===== config.mk =====
export PLATFORM = sky130hd
export DESIGN_NAME = alu_cmd_issuer
export DESIGN_NICKNAME = d
export VERILOG_FILES = /design/src/rtl/alu_cmd_issuer_pkg.sv /design/src/rtl/alu_cmd_fifo.sv /design/src/rtl/alu_cmd_issuer.sv
export SDC_FILE = /design/constraint.sdc
export NUM_CORES = 1
export LEC_CHECK = 0
export ABC_CLOCK_PERIOD_IN_PS = 3800
export CAP_MARGIN = 20
export CORE_UTILIZATION = 45
export CTS_BUF_LIST = sky130_fd_sc_hd__clkbuf_8
export CTS_CLUSTER_DIAMETER = 60
export DETAILED_ROUTE_END_ITERATION = 12
export PLACE_DENSITY = 0.68
export SLEW_MARGIN = 5
export SYNTH_ARGS = -nofsm -noshare
export SYNTH_HDL_FRONTEND = slang
export SYNTH_SLANG_ARGS = --single-unit

===== constraint.sdc =====
create_clock -name clk -period 3.8 [get_ports clk]
set_clock_uncertainty 0.05 [all_clocks]
set_input_delay 0.57 -clock clk [delete_from_list [all_inputs] [get_ports clk]]
set_output_delay 0.57 -clock clk [all_outputs]
set_load 0.02 [all_outputs]

===== src/rtl/alu_cmd_issuer_pkg.sv =====
// Shared ALU definitions: op codes, operand width default and issuer FSM states.
// Both the ALU and the command issuer import this package.
package alu_cmd_issuer_pkg;

    localparam int ALU_OP_W          = 2;
    localparam int ALU_WIDTH_DEFAULT = 32;

    typedef enum logic [ALU_OP_W-1:0] {
        ALU_OP_ADD = 2'b00,
        ALU_OP_SUB = 2'b01,
        ALU_OP_AND = 2'b10,
        ALU_OP_OR  = 2'b11
    } alu_op_e;

    typedef enum logic [1:0] {
        ST_IDLE  = 2'b00,
        ST_ISSUE = 2'b01,
        ST_WAIT  = 2'b10
    } issuer_state_e;

endpackage


===== src/rtl/alu_cmd_fifo.sv =====
// Synchronous command FIFO with registered full/empty flags.
// A push is ignored while full and a pop is ignored while empty.
module alu_cmd_fifo #(
    parameter int WIDTH = 66,
    parameter int DEPTH = 4
) (
    input  logic             clk,
    input  logic             rst,
    input  logic             i_push,
    input  logic [WIDTH-1:0] i_data,
    input  logic             i_pop,
    output logic [WIDTH-1:0] o_data,
    output logic             o_full,
    output logic             o_empty
);

    localparam int PTR_W = $clog2(DEPTH);
    localparam int CNT_W = $clog2(DEPTH + 1);

    logic [WIDTH-1:0] r_mem [DEPTH];
    logic [PTR_W-1:0] r_wr_ptr;
    logic [PTR_W-1:0] r_rd_ptr;
    logic [CNT_W-1:0] r_count;
    logic [CNT_W-1:0] w_count_next;
    logic             r_full;
    logic             r_empty;
    logic             w_do_push;
    logic             w_do_pop;

    assign w_do_push = i_push && !r_full;
    assign w_do_pop  = i_pop && !r_empty;

    // NOTE: every signal written in always_comb gets a default first, so no latch is inferred.
    always_comb begin
        w_count_next = r_count;
        if (w_do_push && !w_do_pop) begin
            w_count_next = r_count + CNT_W'(1);
        end else if (w_do_pop && !w_do_push) begin
            w_count_next = r_count - CNT_W'(1);
        end
    end

    // NOTE: storage is not reset; the pointers and count alone decide which entries are valid.
    always_ff @(posedge clk) begin
        if (w_do_push) begin
            r_mem[r_wr_ptr] <= i_data;
        end
    end

    // NOTE: sequential state uses non-blocking assignments so every flop samples pre-edge values.
    always_ff @(posedge clk) begin
        if (rst) begin
            r_wr_ptr <= '0;
            r_rd_ptr <= '0;
            r_count  <= '0;
            r_full   <= 1'b0;
            r_empty  <= 1'b1;
        end else begin
            if (w_do_push) r_wr_ptr <= r_wr_ptr + PTR_W'(1);
            if (w_do_pop)  r_rd_ptr <= r_rd_ptr + PTR_W'(1);
            r_count <= w_count_next;
            r_full  <= (w_count_next == CNT_W'(DEPTH));
            r_empty <= (w_count_next == '0);
        end
    end

    assign o_data  = r_mem[r_rd_ptr];
    assign o_full  = r_full;
    assign o_empty = r_empty;

endmodule


===== src/rtl/alu_cmd_issuer.sv =====
// Issues buffered ALU commands one at a time and returns each registered result
// with an issue-order tag over a valid/ready response port.
module alu_cmd_issuer
    import alu_cmd_issuer_pkg::*;
#(
    parameter int WIDTH = ALU_WIDTH_DEFAULT,
    parameter int DEPTH = 4,
    parameter int TAG_W = 4
) (
    input  logic                clk,
    input  logic                rst,
    input  logic                cmd_valid,
    output logic                cmd_ready,
    input  logic [ALU_OP_W-1:0] cmd_op,
    input  logic [WIDTH-1:0]    cmd_a,
    input  logic [WIDTH-1:0]    cmd_b,
    output logic [ALU_OP_W-1:0] alu_ctrl,
    output logic [WIDTH-1:0]    alu_a,
    output logic [WIDTH-1:0]    alu_b,
    input  logic [WIDTH-1:0]    alu_result,
    output logic                rsp_valid,
    input  logic                rsp_ready,
    output logic [WIDTH-1:0]    rsp_data,
    output logic                rsp_zero,
    output logic [TAG_W-1:0]    rsp_tag
);

    localparam int FIFO_W = ALU_OP_W + 2 * WIDTH;

    issuer_state_e       r_state;
    issuer_state_e       w_state_next;
    logic                w_push;
    logic                w_pop;
    logic                w_full;
    logic                w_empty;
    logic [FIFO_W-1:0]   w_fifo_data;
    logic [ALU_OP_W-1:0] r_alu_ctrl;
    logic [WIDTH-1:0]    r_alu_a;
    logic [WIDTH-1:0]    r_alu_b;
    logic                r_rsp_valid;
    logic [WIDTH-1:0]    r_rsp_data;
    logic                r_rsp_zero;
    logic [TAG_W-1:0]    r_rsp_tag;
    logic [TAG_W-1:0]    r_tag_cnt;

    assign cmd_ready = !w_full;
    assign w_push    = cmd_valid && !w_full;

    alu_cmd_fifo #(
        .WIDTH (FIFO_W),
        .DEPTH (DEPTH)
    ) u_fifo (
        .clk     (clk),
        .rst     (rst),
        .i_push  (w_push),
        .i_data  ({cmd_op, cmd_a, cmd_b}),
        .i_pop   (w_pop),
        .o_data  (w_fifo_data),
        .o_full  (w_full),
        .o_empty (w_empty)
    );

    // The next command is popped in the same edge the current response is accepted.
    always_comb begin
        w_state_next = r_state;
        w_pop        = 1'b0;
        case (r_state)
            ST_IDLE: begin
                if (!w_empty) begin
                    w_pop        = 1'b1;
                    w_state_next = ST_ISSUE;
                end
            end
            ST_ISSUE: w_state_next = ST_WAIT;
            ST_WAIT: begin
                if (rsp_ready) begin
                    w_pop        = !w_empty;
                    w_state_next = w_empty ? ST_IDLE : ST_ISSUE;
                end
            end
            default: w_state_next = ST_IDLE;
        endcase
    end

    always_ff @(posedge clk) begin
        if (rst) begin
            r_state     <= ST_IDLE;
            r_alu_ctrl  <= '0;
            r_alu_a     <= '0;
            r_alu_b     <= '0;
            r_rsp_valid <= 1'b0;
            r_rsp_data  <= '0;
            r_rsp_zero  <= 1'b0;
            r_rsp_tag   <= '0;
            r_tag_cnt   <= '0;
        end else begin
            r_state <= w_state_next;
            if (w_pop) begin
                {r_alu_ctrl, r_alu_a, r_alu_b} <= w_fifo_data;
            end
            if (r_state == ST_ISSUE) begin
                r_rsp_data  <= alu_result;
                r_rsp_zero  <= (alu_result == '0);
                r_rsp_tag   <= r_tag_cnt;
                r_tag_cnt   <= r_tag_cnt + TAG_W'(1);
                r_rsp_valid <= 1'b1;
            end else if (r_state == ST_WAIT && rsp_ready) begin
                r_rsp_valid <= 1'b0;
            end
        end
    end

    assign alu_ctrl  = r_alu_ctrl;
    assign alu_a     = r_alu_a;
    assign alu_b     = r_alu_b;
    assign rsp_valid = r_rsp_valid;
    assign rsp_data  = r_rsp_data;
    assign rsp_zero  = r_rsp_zero;
    assign rsp_tag   = r_rsp_tag;

endmodule

# Word-level counts from Yosys, hierarchy flattened
# Memory sizes are Yosys's and may differ from the RTL's. A register that Yosys moved wholly into a read port is not among the register bits.
# Index checks and enable logic that the tools add are counted.
# Widths: inputs -> output; s select.
# totals
reg_bits	53
latchBits	0
ram_bits	264
romBits	0
in_bits	102
word_cells	50
n_memories	1
# mem_list
memory	depth	width	read_ports	rd_clocked_by_memory_dff	write_ports	line	text
u_fifo.r_mem	4	66	1	1	1	alu_cmd_fifo.sv:20	logic [WIDTH-1:0] r_mem [DEPTH];
# op_classes
addsub	5
multipliers	0
n_div	0
order_cmp	0
eq_ne	5
shift	0
mux	13
bitwise	0
n_reduce_logical	15
# ops
cell	n
$logic_not 32->1	1
$mux 1	7
$logic_and 1x1->1	6
$mux 3	2
$pmux 2 s3	1
$add 2x1->2 const B	2
$add 4x1->4 const B	1
$logic_not 1->1	4
$mux 2	2
$ne 2x2->1 const B	2
$add 3x1->3 const B	1
$eq 3x3->1 const B	1
$logic_not 3->1	1
$sub 3x1->3 const B	1
$eq 2x1->1 const B	1
$eq 2x2->1 const B	1
$logic_not 2->1	1
$pmux 1 s2	1
$reduce_and 2->1	1
$reduce_bool 2->1	1

# Depth between registers and ports, before layout
# logic_depth
word_depth	8
depth_mapped	7

# Hierarchy
# From an unflattened synthesis, not the netlist that was laid out.
# hier_totals
hier_cells	921
area_unflattened_um2	14510.2
# by_module_without_submodules
mod	instances	cells_each	area_per_inst_um2	seq_area_each_um2
alu_cmd_fifo	1	414	10129.7	8147.8
alu_cmd_issuer	1	507	4380.5	2202.1

# Worst setup path before layout
# OpenSTA, ideal clock, no wires.
# synth_timing
path_kind	input to register
start	in cmd_valid
end	mem u_fifo.r_mem[0][0], enable pin
setup_ns	0.431
arrival_time_ns	2.557
required_ns	3.319
path_slack_ns	0.761
path_stages	3
n_path_buf	1
cell_sequence	and2b_1 buf_2 and2_1
# synth_between
elab_chain_cells	4
# synth_rtl
element	line	text
start: declaration	alu_cmd_issuer.sv:12	input logic cmd_valid,
$logic_and 1x1->1	alu_cmd_issuer.sv:47	assign w_push = cmd_valid && !w_full;
$logic_and 1x1->1	alu_cmd_fifo.sv:30	assign w_do_push = i_push && !r_full;
$mux 1	alu_cmd_fifo.sv:45	if (w_do_push) begin
$mux 1 (not written as such)	alu_cmd_fifo.sv:46	r_mem[r_wr_ptr] <= i_data;
end: declaration	alu_cmd_fifo.sv:20	
# No other way between the ends.

# Worst setup path after layout
# layout_timing
start	reg r_alu_a[10] (netlist: alu_a[10]) (read register of u_fifo.r_mem)
end	out alu_a[10]
# layout_lines
element	line	text
start: declaration	alu_cmd_issuer.sv:38	logic [WIDTH-1:0] r_alu_a;
end: declaration	alu_cmd_issuer.sv:18	output logic [WIDTH-1:0] alu_a,
# No word-level cell between the ends.

==> metrics.md <==
| Metric | Value |
|---|---|
| Clock power share | `28.5%` |
| WP buf/inv | `1` |
| Post-Syn Instances | `893` |
| Max rail drop VDD | `0.319 mV` |
| WP depth | `1` |
| Full die area | `0.0317 mm²` |
| Chip height | `178 µm` |
| Final worst-path cycle share | `58.5%` |
| Met1 Track Usage GR | `22.5%` |
| Via density | `5.11` |
| Synth warn | `0` |
| Setup crit start kind | `flop` |
| Yosys reg bits | `383` |
| RSZ-0062 raised after global routing | `no` |
| Layout cell share with drive strength beyond 1 | `15.6%` |
| Final Hold Violating Endpoints | `0` |
| Crit-path slowest cell | `clkdlybuf4s50_1` |
| Fin. max-slew vios | `0` |
| CTS tree | `yes` |
| H-tree Lvls | `2` |
| Via count of the first global-routing pass | `8133` |
| Fin nets | `1230` |
| Setup CP Type | `reg2out` |
| Global-route wire length before repair | `43400 µm` |
| All-Layer GR Usage | `18.0%` |
| Footprint of the multi-input gates | `0.00334 mm²` |
| Fillers | `2391` |
| Data arrival, critical path | `1600 ps` |
| Hold Path Class | `reg2reg` |
| CP required | `3180 ps` |
| Placed cells | `1455` |
| Asr flop ratio synth | `0%` |
| PD cells | `666 mW/mm²` |
| Drt wl/cell | `18.1 µm` |
| Grt met2 use | `31.2%` |
| Port Buffer Count | `206` |
| Worst setup EP type | `output port` |
| Detailed-route via count | `8004` |
| Reg power frac | `46.4%` |
| Non-filler cells, final | `1566` |
| CTS Sinks | `383` |
| Worst slew pin tran | `1010 ps` |
| Clock-pin slew on the worst setup and hold paths | `60 ps` |
| CTS resizes | `0` |
| Cells along the critical path | `clkdlybuf4s50_1` |
| Final Setup Violations | `0` |
| Commonest cells after routing, fill and taps aside | `264 x edfxtp_1, 210 x nand2_1, 205 x clkdlybuf4s50_1` |
| Post-Synthesis Cell Area | `0.0139 mm²` |
| Final WS setup | `1580 ps` |
| Max Buffers Root-to-Sink | `3` |
| Pre-CTS setup slack | `1070 ps` |
| Status | `complete, no violations` |
| Antenna-violating nets left | `0` |
| Hold Path Depth | `2` |
| Count of different cell masters after synthesis | `40` |
| Crit-path max FO | `2` |
| Flip-flop and latch area | `0.0103 mm²` |
| DR pass1 iterations | `5` |
| Ports | `207` |
| Fmax | `0.450 GHz` |
| CP top delay family | `buffers and inverters` |
| Net Sw Power | `0.00344 W` |
| Setup TNS | `0 ps` |
| Largest stage delay, worst path | `630 ps` |
| RePlAce Congestion | `0.762` |
| Root Driver | `clkbuf_8` |
| Diode count | `0` |
| Initial antenna violation count | `0` |
| P_leak | `5.86 nW` |
| CTS buffer count | `60` |
| Int Power | `0.00829 W` |
| Worst reg2reg path depth | `4` |
| Met3 usage | `4.16%` |
| Detail Placement HPWL | `17400 µm` |
| Largest net degree at the start of global routing | `71` |
| Post-CTS setup buffer count | `0` |
| Core Footprint | `0.0305 mm²` |
| Post-synth EDFFs | `264` |
| Grt ovf | `0` |
| Starting density of the core | `45.7%` |
| Drt total wl | `28400 µm` |
| Combinational power share | `25.1%` |
| Max-Cap Viols | `0` |
| # hold bufs at CTS | `0` |
| Main synth FF type | `edfxtp_1` |
| Starting DRT DRC Count | `443` |
| Seq/Total Area, Yosys | `74.0%` |
| Most common cell after layout, fill and taps aside | `edfxtp_1` |
| Die Wd | `178 µm` |
| Area grow syn2layout | `26.5%` |
| # rows | `64` |
| GR peak layer | `met2` |
| Clk Latency, worst-skew pair | `590 ps` |
| Switching share of power | `29.4%` |
| Post-route DRC | `0` |
| Post-synthesis area per instance | `15.6 µm²` |
| Max-slew headroom | `32.5%` |
| Net count after synthesis | `1002` |
| Min Tclk post-route | `2220 ps` |
[cells by family after synthesis]
group / count (synthesis) / synth area share (%)
flops: 383 / 74.0
simple gates: 255 / 7.65
compound gates: 114 / 4.27
mux: 67 / 10.8
buf+inv: 59 / 2.16
xor+xnor: 8 / 0.503
fa+ha+maj: 7 / 0.629
[state kept, by name (all words and copies together) (netlist names)]
name             count
u_fifo.r_mem       264
alu_a               32
alu_b               32
rsp_data            32
r_tag_cnt            4
rsp_tag              4
u_fifo.r_count       3
alu_ctrl             2
r_state              2
u_fifo.r_rd_ptr      2
u_fifo.r_wr_ptr      2
rsp_valid            1
rsp_zero             1
u_fifo.o_empty       1
u_fifo.o_full        1
[cell type report]
| class | count | share of cell area (%) |
|---|---|---|
| multi-input cells | 451 | 19.0 |
| inverters | 6 | 0.128 |
| well taps | 396 | 2.81 |
| flip-flops and latches | 383 | 58.6 |
| repair buffers | 219 | 12.7 |
| clock inverters | 34 | 0.866 |
| clock buffers | 77 | 6.01 |
[tightest hold or removal path, cell delays in order, from the launching register on]
cell	delay, ps
dfxtp_1	300
nand2_1	50
a21oi_1	50
[stage by stage]
stage / hold slack (ps) / power [W] / util, % / instance area, µm²
floorplan: 394 / 0.00738 / - / 13900
global placement: 392 / 0.00849 / 53.8 / 16400
detailed placement: 396 / 0.00854 / 53.8 / 16400
CTS: 404 / 0.0119 / 57.8 / 17600
global route: 417 / 0.0123 / 57.8 / 17600
finish: 401 / 0.0117 / 57.8 / 17600
[metal layers]
metal	up-vias	part of all wire, %
met3	46	6.9
met2	238	50
met4	0	1.9
li1	3759	-
met1	3961	41
met5	-	0
[synth_stat cells, drive strengths merged (2+ instances only)]
cell type | count | share of area (%)
xor2 | 3 | 0.19
edfxtp | 264 | 57
nand2 | 210 | 5.7
and2 | 5 | 0.22
clkbuf | 22 | 0.59
dfxtp | 119 | 17
nor2 | 14 | 0.49
ha | 7 | 0.63
buf | 31 | 1.4
nor3 | 4 | 0.22
nor2b | 3 | 0.13
nor4 | 7 | 0.31
o21ai | 2 | 0.099
and2b | 2 | 0.13
nand4 | 2 | 0.090
mux4 | 66 | 11
nand3 | 2 | 0.072
or2 | 2 | 0.11
xnor2 | 5 | 0.31
inv | 6 | 0.16
a21oi | 106 | 3.8
[power by group through the flow]
stage,clock network (W),logic (W),registers (W)
finish,0.00335,0.00295,0.00544
global route,0.00363,0.00320,0.00552
CTS,0.00343,0.00300,0.00546
detailed placement,0,0.00299,0.00554
global placement,0,0.00296,0.00553
floorplan,0,0.00173,0.00566
[worst paths after layout]
path | startpoint | end | slack (ps)
worst max-delay path | alu_a[10] | alu_a[10] | 1580
worst min register to register | rsp_data[12] | rsp_data[12] | 400
worst max register to register | u_fifo.r_rd_ptr[0] | alu_a[22] | 1640
worst min-delay path | rsp_data[12] | rsp_data[12] | 400
Note: power is estimated with default switching activity, not from simulation.
